`src/rtl/gpu_sram_pkg.sv`:
```
// gpu_sram_pkg: shared state encoding, default geometry and packed-pixel field offsets for the GPU/SRAM port
package gpu_sram_pkg;
    localparam int ADDR_W_DEF   = 18;
    localparam int DATA_W_DEF   = 16;
    localparam int FB_WORDS_DEF = 640 * 400;
    localparam int PIX_FIELD_W  = 4;
    localparam int PIX_R_LSB    = 12;
    localparam int PIX_G_LSB    = 8;
    localparam int PIX_B_LSB    = 4;
    localparam int PIX_PAD_LSB  = 0;
    typedef enum logic [2:0] {IDLE, WR, WR_REC, RD, RD_DONE, VERIFY} state_t;
endpackage

```
`src/rtl/sram_sweep_counter.sv`:
```
// sram_sweep_counter: wrapping address counter with enable and synchronous clear
module sram_sweep_counter #(
    parameter int W    = 18,
    parameter int WRAP = 256000
) (
    input  logic         clk,
    input  logic         rst,
    input  logic         clr,
    input  logic         en,
    output logic [W-1:0] count
);
    always_ff @(posedge clk)
        if (rst || clr) count <= '0;
        else if (en) count <= (count == W'(WRAP - 1)) ? '0 : count + W'(1);
endmodule

```
`src/rtl/sram_gpu_responder.sv`:
```
// sram_gpu_responder: GPU blanking-time SRAM access engine plus sweep address source; SRAM_WR_VERIFY_EN adds write readback and O_WR_ERR
module sram_gpu_responder
    import gpu_sram_pkg::*;
#(
    parameter int ADDR_W   = ADDR_W_DEF,
    parameter int DATA_W   = DATA_W_DEF,
    parameter int FB_WORDS = FB_WORDS_DEF,
    parameter int READ_LAT = 2
) (
    input  logic              I_CLK,
    input  logic              I_RST,
    input  logic              I_VIDEO_ON,
    input  logic [DATA_W-1:0] I_GPU_DATA,
    input  logic [ADDR_W-1:0] I_GPU_ADDR,
    input  logic              I_GPU_WRITE,
    input  logic              I_GPU_READ,
    output logic [ADDR_W-1:0] O_GPU_ADDR,
    output logic [DATA_W-1:0] O_GPU_RDATA,
    output logic              O_GPU_RVALID,
    output logic              O_GPU_BUSY,
    output logic [ADDR_W-1:0] O_SRAM_ADDR,
    output logic [DATA_W-1:0] O_SRAM_DQ_OUT,
    output logic              O_SRAM_DQ_OE,
    input  logic [DATA_W-1:0] I_SRAM_DQ_IN,
    output logic              O_SRAM_CE_N,
    output logic              O_SRAM_WE_N,
    output logic              O_SRAM_OE_N,
    output logic              O_SRAM_UB_N,
    output logic              O_SRAM_LB_N
`ifdef SRAM_WR_VERIFY_EN
    ,
    output logic              O_WR_ERR
`endif
);
`ifdef SRAM_WR_VERIFY_EN
    localparam bit VFY = 1'b1;
`else
    localparam bit VFY = 1'b0;
`endif
    state_t state, state_n;
    logic [2:0] cnt;
    logic vfy;
    logic acc_wr, acc_rd;
    assign acc_wr = state == IDLE && !I_VIDEO_ON && I_GPU_WRITE;
    assign acc_rd = state == IDLE && !I_VIDEO_ON && !I_GPU_WRITE && I_GPU_READ;
    assign O_SRAM_UB_N = 1'b0;
    assign O_SRAM_LB_N = 1'b0;
    always_comb begin
        state_n = state;
        case (state)
            IDLE:    state_n = acc_wr ? WR : acc_rd ? RD : IDLE;
            WR:      state_n = WR_REC;
            WR_REC:  state_n = VFY ? RD : IDLE;
            RD:      state_n = cnt != 3'd0 ? RD : vfy ? VERIFY : RD_DONE;
            default: state_n = IDLE;
        endcase
    end
    // Strobes are registered from the next state so they line up with the state they belong to
    always_ff @(posedge I_CLK) begin
        if (I_RST) begin
            state         <= IDLE;
            cnt           <= 3'(READ_LAT - 1);
            vfy           <= 1'b0;
            O_GPU_RDATA   <= '0;
            O_GPU_RVALID  <= 1'b0;
            O_GPU_BUSY    <= 1'b0;
            O_SRAM_ADDR   <= '0;
            O_SRAM_DQ_OUT <= '0;
            O_SRAM_DQ_OE  <= 1'b0;
            O_SRAM_CE_N   <= 1'b1;
            O_SRAM_WE_N   <= 1'b1;
            O_SRAM_OE_N   <= 1'b1;
`ifdef SRAM_WR_VERIFY_EN
            O_WR_ERR      <= 1'b0;
`endif
        end else begin
            state <= state_n;
            cnt   <= (state == RD) ? cnt - 3'd1 : 3'(READ_LAT - 1);
            vfy   <= (state == WR_REC) ? 1'b1 : (state == IDLE) ? 1'b0 : vfy;
            if (acc_wr || acc_rd) begin
                O_SRAM_ADDR   <= I_GPU_ADDR;
                O_SRAM_DQ_OUT <= I_GPU_DATA;
            end
            if (state == RD && state_n == RD_DONE) O_GPU_RDATA <= I_SRAM_DQ_IN;
            O_GPU_RVALID <= state == RD && state_n == RD_DONE;
            O_GPU_BUSY   <= state_n != IDLE;
            O_SRAM_DQ_OE <= state_n inside {WR, WR_REC};
            O_SRAM_CE_N  <= !(state_n inside {WR, WR_REC, RD});
            O_SRAM_WE_N  <= state_n != WR;
            O_SRAM_OE_N  <= state_n != RD;
`ifdef SRAM_WR_VERIFY_EN
            O_WR_ERR <= O_WR_ERR || (state == RD && state_n == VERIFY && I_SRAM_DQ_IN != O_SRAM_DQ_OUT);
`endif
        end
    end
    sram_sweep_counter #(
        .W    (ADDR_W),
        .WRAP (FB_WORDS)
    ) u_sweep (
        .clk   (I_CLK),
        .rst   (I_RST),
        .clr   (1'b0),
        .en    (acc_wr),
        .count (O_GPU_ADDR)
    );
endmodule

```
`config.mk`:
```
export PLATFORM = sky130hd
export DESIGN_NAME = sram_gpu_responder
export DESIGN_NICKNAME = d
export VERILOG_FILES = /design/src/rtl/gpu_sram_pkg.sv /design/src/rtl/sram_sweep_counter.sv /design/src/rtl/sram_gpu_responder.sv
export SDC_FILE = /design/constraint.sdc
export NUM_CORES = 1
export LEC_CHECK = 0
export ABC_AREA = 1
export CAP_MARGIN = 20
export CORE_UTILIZATION = 30
export CTS_CLUSTER_DIAMETER = 80
export DETAILED_ROUTE_END_ITERATION = 7
export SLEW_MARGIN = 0
export SYNTH_ARGS = -nofsm -noshare
export SYNTH_HDL_FRONTEND = slang
export SYNTH_SLANG_ARGS = --single-unit
```
`constraint.sdc`:
```
create_clock -name I_CLK -period 4.4 [get_ports I_CLK]
set_input_delay 1.32 -clock I_CLK [delete_from_list [all_inputs] [get_ports I_CLK]]
set_output_delay 1.32 -clock I_CLK [all_outputs]
set_load 0.03 [all_outputs]
```
==> results.md <==
- Worst setup EP type: flip-flop
- Placed Area: 0.004781 sq mm
- Share of cells above drive strength 1: 0.1022
- TritonCTS clock tree: yes
- Clock slew at reported path FFs: 0.06 ns
- Most used DFF post-synth: dfxtp_1
- Worst-skew pair later-pin latency: 0.33 ns
- Status: finished, final reports clean
- Total vias in the final route: 3,108
- Gate Count Post-Synth: 429
- Ant. Diodes: 0
- PortBufs: roughly 130
- Final Hold Viols: 0
- # Post-CTS Setup Buffers: 0
- Via density: 4.453
- Maxcap violations: 0
- First-pass DRT Iterations: 4
- Starting Density: 0.3106
- HP Class: reg -> reg
- Yosys warnings: 0
- Routability Congestion: 0.7888
- Area grow syn2layout: 48.51%
- Worst setup SP type: primary input
- Period utilization: 0.6554
- Number of synthesized flops with an enable pin: 0
- Hold_ws: 0.3936 ns
- # rows: 38
- Post-synth ARST share: 0
- Critical path cell sequence: clkdlybuf4s50_1 -> inv_1 -> nand4_2 -> buf_4 -> nand2_4 -> nor2_8 -> nand2_4 -> nor2_8 -> nor2_1 -> nor2_1
- Nets: 612
- CTS Buf Count: 9
- PnR worst setup slack: 1.516 ns
- Post-CTS resize count: 0
- Die Area: about 0.012 sq mm
- Post-synthesis sequential area ratio: 0.4773
- Synth unique cells: 37
- Initial antenna violation count: 0
- Final core occ: 0.4613
- CP required: roughly 4.7 ns
- Placement Setup Slack: 1.132 ns
- Largest net degree at the start of global routing: 40
- Worst-path fanout max: 36
- Max Slew Vio Count: 0
- Number of I/O pins: 131
- Final WL: 8528 microns
- Post-route DRC: 0
- CTS H-tree lvls: 3
- Seq cells post-synth: 81
- Clock buffer depth: 2
- Final Instance Area: between 0.005 and 0.006 sq mm
- Die width: about 110 microns
- Mapped Area: 0.003397 sq mm
- Overall Global Routing Usage: 0.1545
- Critical path class: in -> reg
- Vias in the first global route: 3,040
- Slowest CP cell: clkdlybuf4s50_1
- Post-DP HPWL: between 6000 and 7000 microns
- Worst Skew: between 0.005 and 0.006 ns
- Initial DRC count: 101
- CTS Hold Bufs: 0
- RSZ-0062 raised after global routing: no
- Slew HR: 0.6287
- Max VDD drop: roughly 0.15 mV
- Die height: 108.4 microns
- Worst slew pin tran: 0.5561 ns
- Fin crit period: 2.884 ns
- P_leak: 1.977 nW
- WL per Instance: 12.22 microns
- Setup TNS: 0 ns
- Post-DRT Antenna Nets: 0
- Crit path DAT: 3.15 ns
- Global-route wire length before repair: 14,130 microns
- Max Clk Rate: 346.8 MHz
- CTS Root Cell: clkbuf_16
- Power per standard cell area: 353.6 mW/mm^2
- Mean Syn Cell Area: between 7 and 8 sq um
- Setup Viol. Count Final: 0
- CTS Sinks: roughly 80
- Congestion Overflow GR: 0
- Crit path largest cell delay: approximately 0.45 ns
- Core area: between 0.01 and 0.015 sq mm
==> synthesized netlist by cell type (2+ instances only) <==
library cell  count  area share
a21oi_1          10       0.015
buf_4             3      0.0066
clkbuf_1         12       0.013
clkinv_1          2      0.0022
dfxtp_1          81        0.48
ha_1              3       0.011
inv_1            28       0.031
inv_2             5      0.0055
nand2_1          39       0.043
nand2_2           3      0.0055
nand2_4           3      0.0099
nand3_1          10       0.015
nand3b_1          2      0.0044
nand4_1           7       0.013
nand4_2           2      0.0074
nor2_1          121        0.13
nor2_2           14       0.026
nor2_4            4       0.013
nor2_8            4       0.024
nor3_1            4      0.0059
o21ai_0          35       0.052
o21ai_1           5      0.0074
o21bai_1         16       0.035
xnor2_1           2      0.0052
xor2_1            2      0.0052
==> placed cells by master (no fill, tap or decap), types with 3 or more instances in the layout <==
cell type	n
nor2_2	14
nor2_8	4
nand2_4	3
inv_1	28
ha_1	3
nor2_1	121
buf_4	3
o21bai_1	16
nand3_1	10
o21ai_0	35
dfxtp_1	81
nand2_2	3
a21oi_1	10
clkdlybuf4s50_1	128
nand2_1	39
nor3_1	4
nor2_4	4
clkbuf_16	9
nand4_1	7
o21ai_1	5
inv_2	5
==> worst max-delay path: cells and delay by family <==
kind                   cells  cell delay [ns]
AND/OR/NAND/NOR            7             1.07
buffers and inverters      3             0.75
==> cell families (layout without fill, tap and decap cells) <==
| kind of cell | Yosys count | in the layout | synth area share |
|---|---|---|---|
| AND/OR/NAND/NOR | 219 | 219 | 0.3190 |
| flip-flops | 81 | 81 | 0.4773 |
| AO/OA/AOI/OAI | 68 | 68 | 0.1134 |
| buffers and inverters | 53 | 181 | 0.06777 |
| XOR/XNOR | 4 | 4 | 0.01031 |
| adder cells (fa/ha/maj) | 3 | 3 | 0.01105 |
| other | 1 | 2 | 0.001104 |
==> routing by layer <==
| layer | vias up | part of all wire | GRT usage |
|---|---|---|---|
| met1 | 1387 | 0.45 | 0.1851 |
| met2 | 102 | 0.43 | 0.2392 |
| met5 | - | 0 | 0 |
| met4 | 0 | 0.017 | 0.07143 |
| met3 | 11 | 0.11 | 0.06450 |
| li1 | 1608 | - | - |
==> flip-flops by register name, indices dropped and copies added, names as in the netlist, 3 cells and up <==
register and cells:
O_SRAM_ADDR 18, u_sweep.count 18, O_GPU_RDATA 16, O_SRAM_DQ_OUT 16, cnt 3, state 3
==> worst paths after layout <==
path	startpoint	cells past startpoint	slack (ns)	end
setup reg to reg	state[2]	9	2.55	O_GPU_RDATA[4]
setup / recovery	I_VIDEO_ON	10	1.52	O_GPU_RDATA[4]
hold / removal	cnt[0]	1	0.39	cnt[0]
hold reg to reg	cnt[0]	1	0.39	cnt[0]
==> power by group <==
group          internal [W]  switching (W)
Clock              0.000393       0.000283
Sequential         0.000774      0.0000200
Combinational      0.000136       0.000178
==> through the flow <==
step,total power [W],cells
floorplan,0.0009801,430
global placement,0.001124,683
detailed placement,0.001126,683
CTS,0.001814,698
global route,0.001869,698
finish,0.001784,698
==> layout make-up <==
class | count | area (sq um)
inverter | 35 | 131.4
multi-input combinational | 296 | 1549
clock inverter | 3 | 17.52
clock buffer | 12 | 246.5
sequential | 81 | 1622
timing repair buffer | 131 | 1304
fill | 1080 | 5891
tap | 140 | 175.2
No activity file was read; power rests on OpenSTA's default activity.
